==> src/rtl/if_stage.sv <==
// Instruction fetch stage: PC, variable-latency imem request/ready port, IF/ID register.
// Optional build macro IF_SQUASH_DELAY_SLOT_EN replaces the branch delay slot with a bubble.
module if_stage #(
  parameter logic [31:0] RESET_PC = 32'h0000_0000,
  parameter logic [31:0] NOP_INST = 32'h0000_0000
) (
  input  logic        clk,
  input  logic        rst,
  input  logic        stall,
  input  logic        branch_flag,
  input  logic [31:0] branch_addr,
  output logic        imem_req,
  output logic [31:0] imem_addr,
  input  logic [31:0] imem_rdata,
  input  logic        imem_ready,
  output logic [31:0] if_pc,
  output logic [31:0] if_inst,
  output logic        if_valid,
  output logic        misalign_err
);

  typedef enum logic {S_FETCH, S_HOLD} state_t;

  state_t      state;
  logic [31:0] pc;
  logic [31:0] hold_inst;
  logic [31:0] hold_pc;
  logic [31:0] pend_tgt;
  logic        pend;

  logic        honour;
  logic        deliver;
  logic        squash;
  logic [31:0] tgt;
  logic [31:0] next_pc;
  logic [31:0] dlv_inst;
  logic [31:0] dlv_pc;

  assign imem_req  = (state == S_FETCH) && !rst;
  assign imem_addr = pc;

  // A redirect is taken only on an advancing edge and never on top of a pending one.
  assign honour  = branch_flag && !stall && !pend;
  assign tgt     = {branch_addr[31:2], 2'b00};
  assign deliver = !stall && ((state == S_HOLD) || imem_ready);
  assign dlv_inst = (state == S_HOLD) ? hold_inst : imem_rdata;
  assign dlv_pc   = (state == S_HOLD) ? hold_pc   : pc;
  assign next_pc  = honour ? tgt : (pend ? pend_tgt : pc + 32'd4);

`ifdef IF_SQUASH_DELAY_SLOT_EN
  // Whatever is delivered while a redirect is live is the delay slot.
  assign squash = honour || pend;
`else
  assign squash = 1'b0;
`endif

  always_ff @(posedge clk) begin
    if (rst) begin
      state        <= S_FETCH;
      pc           <= RESET_PC;
      hold_inst    <= NOP_INST;
      hold_pc      <= RESET_PC;
      pend         <= 1'b0;
      pend_tgt     <= RESET_PC;
      if_pc        <= RESET_PC;
      if_inst      <= NOP_INST;
      if_valid     <= 1'b0;
      misalign_err <= 1'b0;
    end else begin
      misalign_err <= honour && (branch_addr[1:0] != 2'b00);
      if (deliver) begin
        if_pc    <= dlv_pc;
        if_inst  <= squash ? NOP_INST : dlv_inst;
        if_valid <= !squash;
        pc       <= next_pc;
        pend     <= 1'b0;
        state    <= S_FETCH;
      end else if (state == S_FETCH && imem_ready) begin
        hold_inst <= imem_rdata;
        hold_pc   <= pc;
        state     <= S_HOLD;
      end else if (state == S_FETCH && !stall) begin
        if_inst  <= NOP_INST;
        if_valid <= 1'b0;
        if (honour) begin
          pend     <= 1'b1;
          pend_tgt <= tgt;
        end
      end
    end
  end

endmodule

==> config.mk <==
export PLATFORM = sky130hd
export DESIGN_NAME = if_stage
export DESIGN_NICKNAME = d
export VERILOG_FILES = /design/src/rtl/if_stage.sv
export SDC_FILE = /design/constraint.sdc
export NUM_CORES = 1
export LEC_CHECK = 0
export CORE_ASPECT_RATIO = 0.75
export CORE_UTILIZATION = 43
export CTS_BUF_LIST = sky130_fd_sc_hd__clkbuf_4 sky130_fd_sc_hd__clkbuf_8
export DETAILED_ROUTE_END_ITERATION = 16
export PLACE_DENSITY_LB_ADDON = 0.12
export RECOVER_POWER = 100
export SYNTH_ARGS = -nofsm -noshare
export SYNTH_HDL_FRONTEND = slang
export SYNTH_SLANG_ARGS = --single-unit
==> constraint.sdc <==
create_clock -name clk -period 2.55 [get_ports clk]
set_input_delay 0.3825 -clock clk [delete_from_list [all_inputs] [get_ports clk]]
set_output_delay 0.3825 -clock clk [all_outputs]
set_load 0.02 [all_outputs]
==> summary.md, run 1 <==
| Metric | Value |
|---|---|
| Status | `completed` |
| Clock Path Buffers | `2` |
| Core area | `19,300 sq um` |
| Register Area | `3770 sq um` |
| Hold path startpoint | `stall` |
| Worst-Margin Slew | `0.756 ns` |
| First-pass GRT wire length | `38,300 um` |
| Setup CP Type | `reg -> reg` |
| Yosys top cell area share | `0.444` |
| Clock Skew | `0.0138 ns` |
| Drt wl/cell | `16.0 um` |
| Maxcap violations | `0` |
| Largest net degree at the start of global routing | `69` |
| R2R setup slack | `0.31 ns` |
| Final min period | `2.24 ns` |
| H-Tree Depth | `4` |
| R2r startpoint | `imem_addr[6]` |
| Initial DRC count | `852` |
| GRT Overall Usage | `0.240` |
| GR Layer Usage met2 | `0.319` |
| Crit end category | `flip-flop` |
| Leak | `3.85 nW` |
| Main area contributors after synthesis | `dfxtp_1 (44%), nand2_1 (12%), a21oi_1 (11%)` |
| Detailed Routing Iterations Pass 1 | `5` |
| Std-Cell Rows | `44` |
| Clock root cell | `clkbuf_8` |
| Global Route met1 Usage | `0.387` |
| Gr busiest metal | `met1` |
| Post-Layout Inst Area | `10,700 sq um` |
| Placed Area | `10,400 sq um` |
| Vias in the first global route | `7,092` |
| Met3 Use GR | `0.0419` |
| Slew margin rel. | `0.496` |
| Die Ht | `124 um` |
| Synth cell types | `53` |
| Reg2Reg Depth | `5` |
| CP Cell Sequence | `nand3_1 -> nor4_2 -> nand2_1 -> or4_1 -> a31oi_1` |
| Post-CTS Hold Buffers | `0` |
| Register area share after synthesis | `0.444` |
| FMAX | `0.447 GHz` |
| Inserted Diodes | `0` |
| WP data required | `2.93 ns` |
| Hold Path End | `state` |
| RSZ-0062 raised after global routing | `no` |
| Die Wd | `164 um` |
| Remaining global-route overflow | `0` |
| Vias after detailed routing | `8,195` |
| Cts repair resizes | `0` |
| CP Launch Type | `flip-flop` |
| Io pins | `168` |
| Full die area | `20,300 sq um` |
| Ys async rst share | `0` |
| Synthesis-to-finish area growth | `26.4%` |
| Avg Inst Size Synth | `7.54 sq um` |
| Port Buf Inserts | `163` |
| Initial core utilization | `0.438` |
| Nets | `1,316` |
| VDD IR max | `0.304 mV` |
| Vias/cell | `5.42` |
| Leading area contributor after synthesis | `dfxtp_1` |
| Number of enable flip-flop cells after synthesis | `0` |
| Final hold viol count | `0` |
| Crit path DAT | `2.62 ns` |
| Worst path top cell family by delay | `simple AND/OR/NAND/NOR gates` |
| Slowest CP cell | `nor4_2` |
| Latest clock arrival within the worst-skew pair | `0.46 ns` |
| Power Dens Cells | `564 nW/um^2` |
| Cts bufs inserted | `17` |
| FF+latch count, synth | `188` |
| Worst Hold Class | `in -> reg` |
| Maximum fanout along the worst path | `7` |
| Post-synth top flop | `dfxtp_1` |
| RePlAce Congestion | `0.844` |
| Final antenna-violating net count | `0` |
| Fin Setup TNS | `0 ns` |
| Multi-input combinational cell area | `4270 sq um` |
| Cells after synthesis | `1,124` |
| Max Slew Vio Count | `0` |
| Setup violations, final | `0` |
| Layout cells sized above 1 | `0.0635` |
| Hpwl dp | `16,100 um` |
| Clock Sinks | `188` |
| Layout Utilization | `0.554` |
| Clock-pin slew on the worst setup and hold paths | `0.10 ns` |
| Number of post-CTS setup repair buffers | `0` |
| YS warnings | `0` |
| FF-to-FF End | `imem_addr[29]` |
| Largest stage delay on the critical path | `0.56 ns` |
| CTS tree | `done` |
| # fillers | `1,865` |
| Antenna violations before repair | `0` |
| Buf+Inv Stages, Crit Path | `0` |
| Worst Hold Path Cells | `2` |
| Crit share post-route | `0.876` |
| DRC Markers | `0` |
| Top-count cell post-synth | `nand2_1` |
| Final wirelength | `24,100 um` |
| Synth Cell Area | `8470 sq um` |
| Top post-synthesis cells by count | `nand2_1 (273), a21oi_1 (189), dfxtp_1 (188), nor2_1 (86), clkbuf_1 (84)` |
[area by class of cell]
class,instances,area share
well taps,253,0.0296
inverters,5,0.00175
clock buffers,19,0.0244
repair buffers,206,0.182
flip-flops and latches,188,0.352
multi-input cells,828,0.398
clock inverters,13,0.0122
[where the power goes]
part | internal, mW | switching, mW
Combinational | 0.373 | 0.523
Sequential | 3.05 | 0.0980
Clock | 0.851 | 1.14
[layout by cell type, fill, tap and decap left out, drive strengths merged, types with 7 or more instances in the layout]
master and n:
a211oi 36, a21oi 189, a31oi 16, and3 8, and4 7, buf 35, clkbuf 29, clkdlybuf4s50 64
dfxtp 188, dlygate4sd3 97, inv 11, mux2i 31, nand2 273, nand3 21, nand3b 33, nand4 10
nor2 86, nor4 10, o21ai 51
[cells by family after synthesis]
logic type | share of synthesized area
simple gates | 0.253
other cells | 0.000443
flops | 0.444
compound gates | 0.211
buf+inv | 0.0529
mux | 0.0366
fa+ha+maj | 0.00148
[state kept, by name, summed over array words and instances (netlist names)]
register and cells:
hold_inst 32, state 1, hold_pc 30, if_valid 1, pend_tgt 30, if_inst 32, if_pc 30, misalign_err 1
pend 1, imem_addr 30
[worst max-delay path by stage]
stage                          endpoint  cells past startpoint         start  slack, ns
after floorplan           imem_addr[24]                      6  imem_addr[2]       0.55
after global placement    imem_addr[30]                      7    imem_ready       0.36
after detailed placement  imem_addr[10]                      7   branch_flag       0.33
after CTS                 imem_addr[24]                      6  imem_addr[3]       0.37
after global routing      imem_addr[24]                      6  imem_addr[3]       0.10
final                     imem_addr[29]                      5  imem_addr[6]       0.31
[routing by layer]
metal / share of wire / vias up / wire, um
met5: 0 / - / 0
met4: 0.0061 / 0 / 147
met3: 0.073 / 12 / 1770
met2: 0.39 / 293 / 9380
met1: 0.53 / 3770 / 12800
li1: - / 4120 / -
[metrics by stage]
stage | hold slack [ns] | worst slack [ns] | instances | power [mW]
floorplan | 0.431 | 0.548 | 1127 | 3.72
finish | 0.255 | 0.315 | 1512 | 6.04
CTS | 0.253 | 0.366 | 1512 | 6.13
detailed placement | 0.444 | 0.326 | 1480 | 4.15
global placement | 0.439 | 0.359 | 1480 | 4.14
global route | 0.244 | 0.102 | 1512 | 6.30
Note: power is estimated with default switching activity, not from simulation.
==> run 2, diff against run 1 <==
--- a/config.mk
+++ b/config.mk
@@ -8,6 +8,7 @@
 export CORE_ASPECT_RATIO = 0.75
 export CORE_UTILIZATION = 43
 export CTS_BUF_LIST = sky130_fd_sc_hd__clkbuf_4 sky130_fd_sc_hd__clkbuf_8
+export CTS_CLUSTER_SIZE = 40
 export DETAILED_ROUTE_END_ITERATION = 16
 export PLACE_DENSITY_LB_ADDON = 0.12
 export RECOVER_POWER = 100
==> constraint.sdc (replaced) <==
create_clock -name clk -period 2.1 [get_ports clk]
set_input_delay 0.315 -clock clk [delete_from_list [all_inputs] [get_ports clk]]
set_output_delay 0.315 -clock clk [all_outputs]
set_load 0.02 [all_outputs]
==> summary.md, run 2 (same netlist as run 1, synthesis figures left out) <==
| Metric | Value |
|---|---|
| Clock Sinks | `188 (unchanged)` |
| RSZ-0062 raised after global routing | `no` |
| Setup violations, final | `0 (unchanged)` |
| CP Cell Sequence | `clkbuf_1 -> clkdlybuf4s50_1` |
| Cts bufs inserted | `17 (unchanged)` |
| Layout cells sized above 1 | `0.0815 (+0.0180)` |
| Setup CP Type | `reg -> out` |
| Initial DRC count | `856 (+0.47%)` |
| Hpwl dp | `15,900 um (-0.97%)` |
| Total power | `7.49 mW (+24%)` |
| Die Wd | `164 um (unchanged)` |
| Vias after detailed routing | `8,301 (+1.3%)` |
| Crit path DAT | `1.74 ns (-0.88 ns)` |
| Detailed Routing Iterations Pass 1 | `5 (unchanged)` |
| Post-Layout Inst Area | `10,900 sq um (+2.3%)` |
| Nets | `1,333 (+1.3%)` |
| Power Dens Cells | `684 nW/um^2 (+21%)` |
| Antenna violations before repair | `0 (unchanged)` |
| Latest clock arrival within the worst-skew pair | `0.47 ns (about the same)` |
| Most frequent cells in the layout | `nand2_1 (273), a21oi_1 (189), dfxtp_1 (185), nor2_1 (85), clkdlybuf4s50_1 (84)` |
| Maxcap violations | `0 (unchanged)` |
| Placed Area | `10,600 sq um (+2.2%)` |
| Layout Utilization | `0.567 (+0.0126)` |
| Full die area | `20,300 sq um (unchanged)` |
| Io pins | `168 (unchanged)` |
| Leak | `3.93 nW (+2.2%)` |
| Worst Hold Class | `in -> reg` |
| Initial core utilization | `0.438 (unchanged)` |
| Final antenna-violating net count | `0 (unchanged)` |
| DRC Markers | `0 (unchanged)` |
| # fillers | `1,821 (-2.4%)` |
| Biggest regs | `hold_inst: 32 flops, if_inst: 32 flops` |
| Std-Cell Rows | `44 (unchanged)` |
| Worst-Margin Slew | `0.773 ns (+0.0177 ns)` |
| DP Worst Slack | `0.0539 ns (-0.272 ns)` |
| Slew margin rel. | `0.484 (-0.0118)` |
| Final WS setup | `0.0469 ns (-0.268 ns)` |
| Core area | `19,300 sq um (unchanged)` |
| Clock-pin slew on the worst setup and hold paths | `0.10 ns (about the same)` |
| RePlAce Congestion | `0.833 (-1.3%)` |
| First-pass GRT wire length | `37,100 um (-3.0%)` |
| CP Launch Type | `flip-flop` |
| Clock Path Buffers | `2 (unchanged)` |
| Die Ht | `124 um (unchanged)` |
| WP data required | `1.78 ns (-1.15 ns)` |
| Maximum fanout along the worst path | `5 (-2)` |
| VDD IR max | `0.413 mV (+36%)` |
| Drt wl/cell | `15.7 um (-1.7%)` |
| Final min period | `2.05 ns` |
| Clock Skew | `0.0168 ns (+0.00298 ns)` |
| Largest net degree at the start of global routing | `130 (+88%)` |
| Vias/cell | `5.43 (+0.17%)` |
| Fin Setup TNS | `0 ns (unchanged)` |
| Slowest CP cell | `clkdlybuf4s50_1` |
| GRT Overall Usage | `0.234 (-0.00577)` |
| Port Buf Inserts | `163 (unchanged)` |
| H-Tree Depth | `4 (unchanged)` |
| Remaining global-route overflow | `0 (unchanged)` |
| Max Slew Vio Count | `0 (unchanged)` |
| Most common cell after layout, fill and taps aside | `nand2_1` |
| Number of post-CTS setup repair buffers | `0 (unchanged)` |
| Synthesis-to-finish area growth | `29.2%` |
| Crit end category | `output pin` |
| Crit share post-route | `0.978` |
| Vias in the first global route | `6,847 (-3.5%)` |
| Final hold viol count | `0 (unchanged)` |
| CTS tree | `done` |
| Final wirelength | `24,000 um (-0.57%)` |
| Largest stage delay on the critical path | `0.62 ns (+0.06 ns)` |
| Inserted Diodes | `0 (unchanged)` |
| Clock root cell | `clkbuf_8` |
| Status | `completed` |
| FMAX | `0.487 GHz` |
==> run 2: power breakdown <==
part | leakage [nW] | switching, mW | internal [mW]
logic | 2.19 | 0.654 | 0.492
registers | 1.53 | 0.104 | 3.71
clock network | 0.212 | 1.43 | 1.11
total | 3.93 | 2.19 | 5.31
==> run 2: path summary, 6_finish.rpt <==
path | start | to | slack [ns] | cells after the start
hold / removal | rst | hold_inst[14] | 0.15 | 2
setup reg to reg | imem_addr[2] | imem_addr[29] | 0.13 | 6
setup / recovery | imem_addr[6] | imem_addr[6] | 0.05 | 2
hold reg to reg | pend_tgt[10] | pend_tgt[10] | 0.46 | 2
==> run 2: layer usage <==
metal	track usage	wire length, um	vias to the layer above
li1	-	-	4154
met1	0.381	12700	3823
met2	0.308	9400	309
met3	0.0396	1720	15
met4	0.0498	197	0
met5	0	0	-
==> run 2: area by class of cell <==
type,count,area [sq um],share of cell area
clock inverters,15,180,0.0165
inverters,5,18.8,0.00171
repair buffers,223,2160,0.197
flip-flops and latches,188,3770,0.344
clock buffers,17,234,0.0214
multi-input cells,828,4270,0.390
well taps,253,317,0.0289
==> run 2: through the flow <==
stage          hold WS [ns]  instances
2_1_floorplan         0.431       1127
3_3_place_gp          0.438       1497
3_5_place_dp          0.444       1497
4_1_cts               0.113       1529
5_1_grt               0.132       1529
6_report              0.148       1529
==> run 2: critical path, delay by kind of cell (launching register included) <==
kind                   cells  cell delay, ns
buffers and inverters      2            0.81
DFF                        1            0.46
==> run 2: what timing repair did <==
action,CTS,global route
cloned,0,0
hold buffers,0,0
pin swaps,0,1
resized for setup,2,2
setup endpoints to repair,2,2
endpoints found under the hold margin,0,0
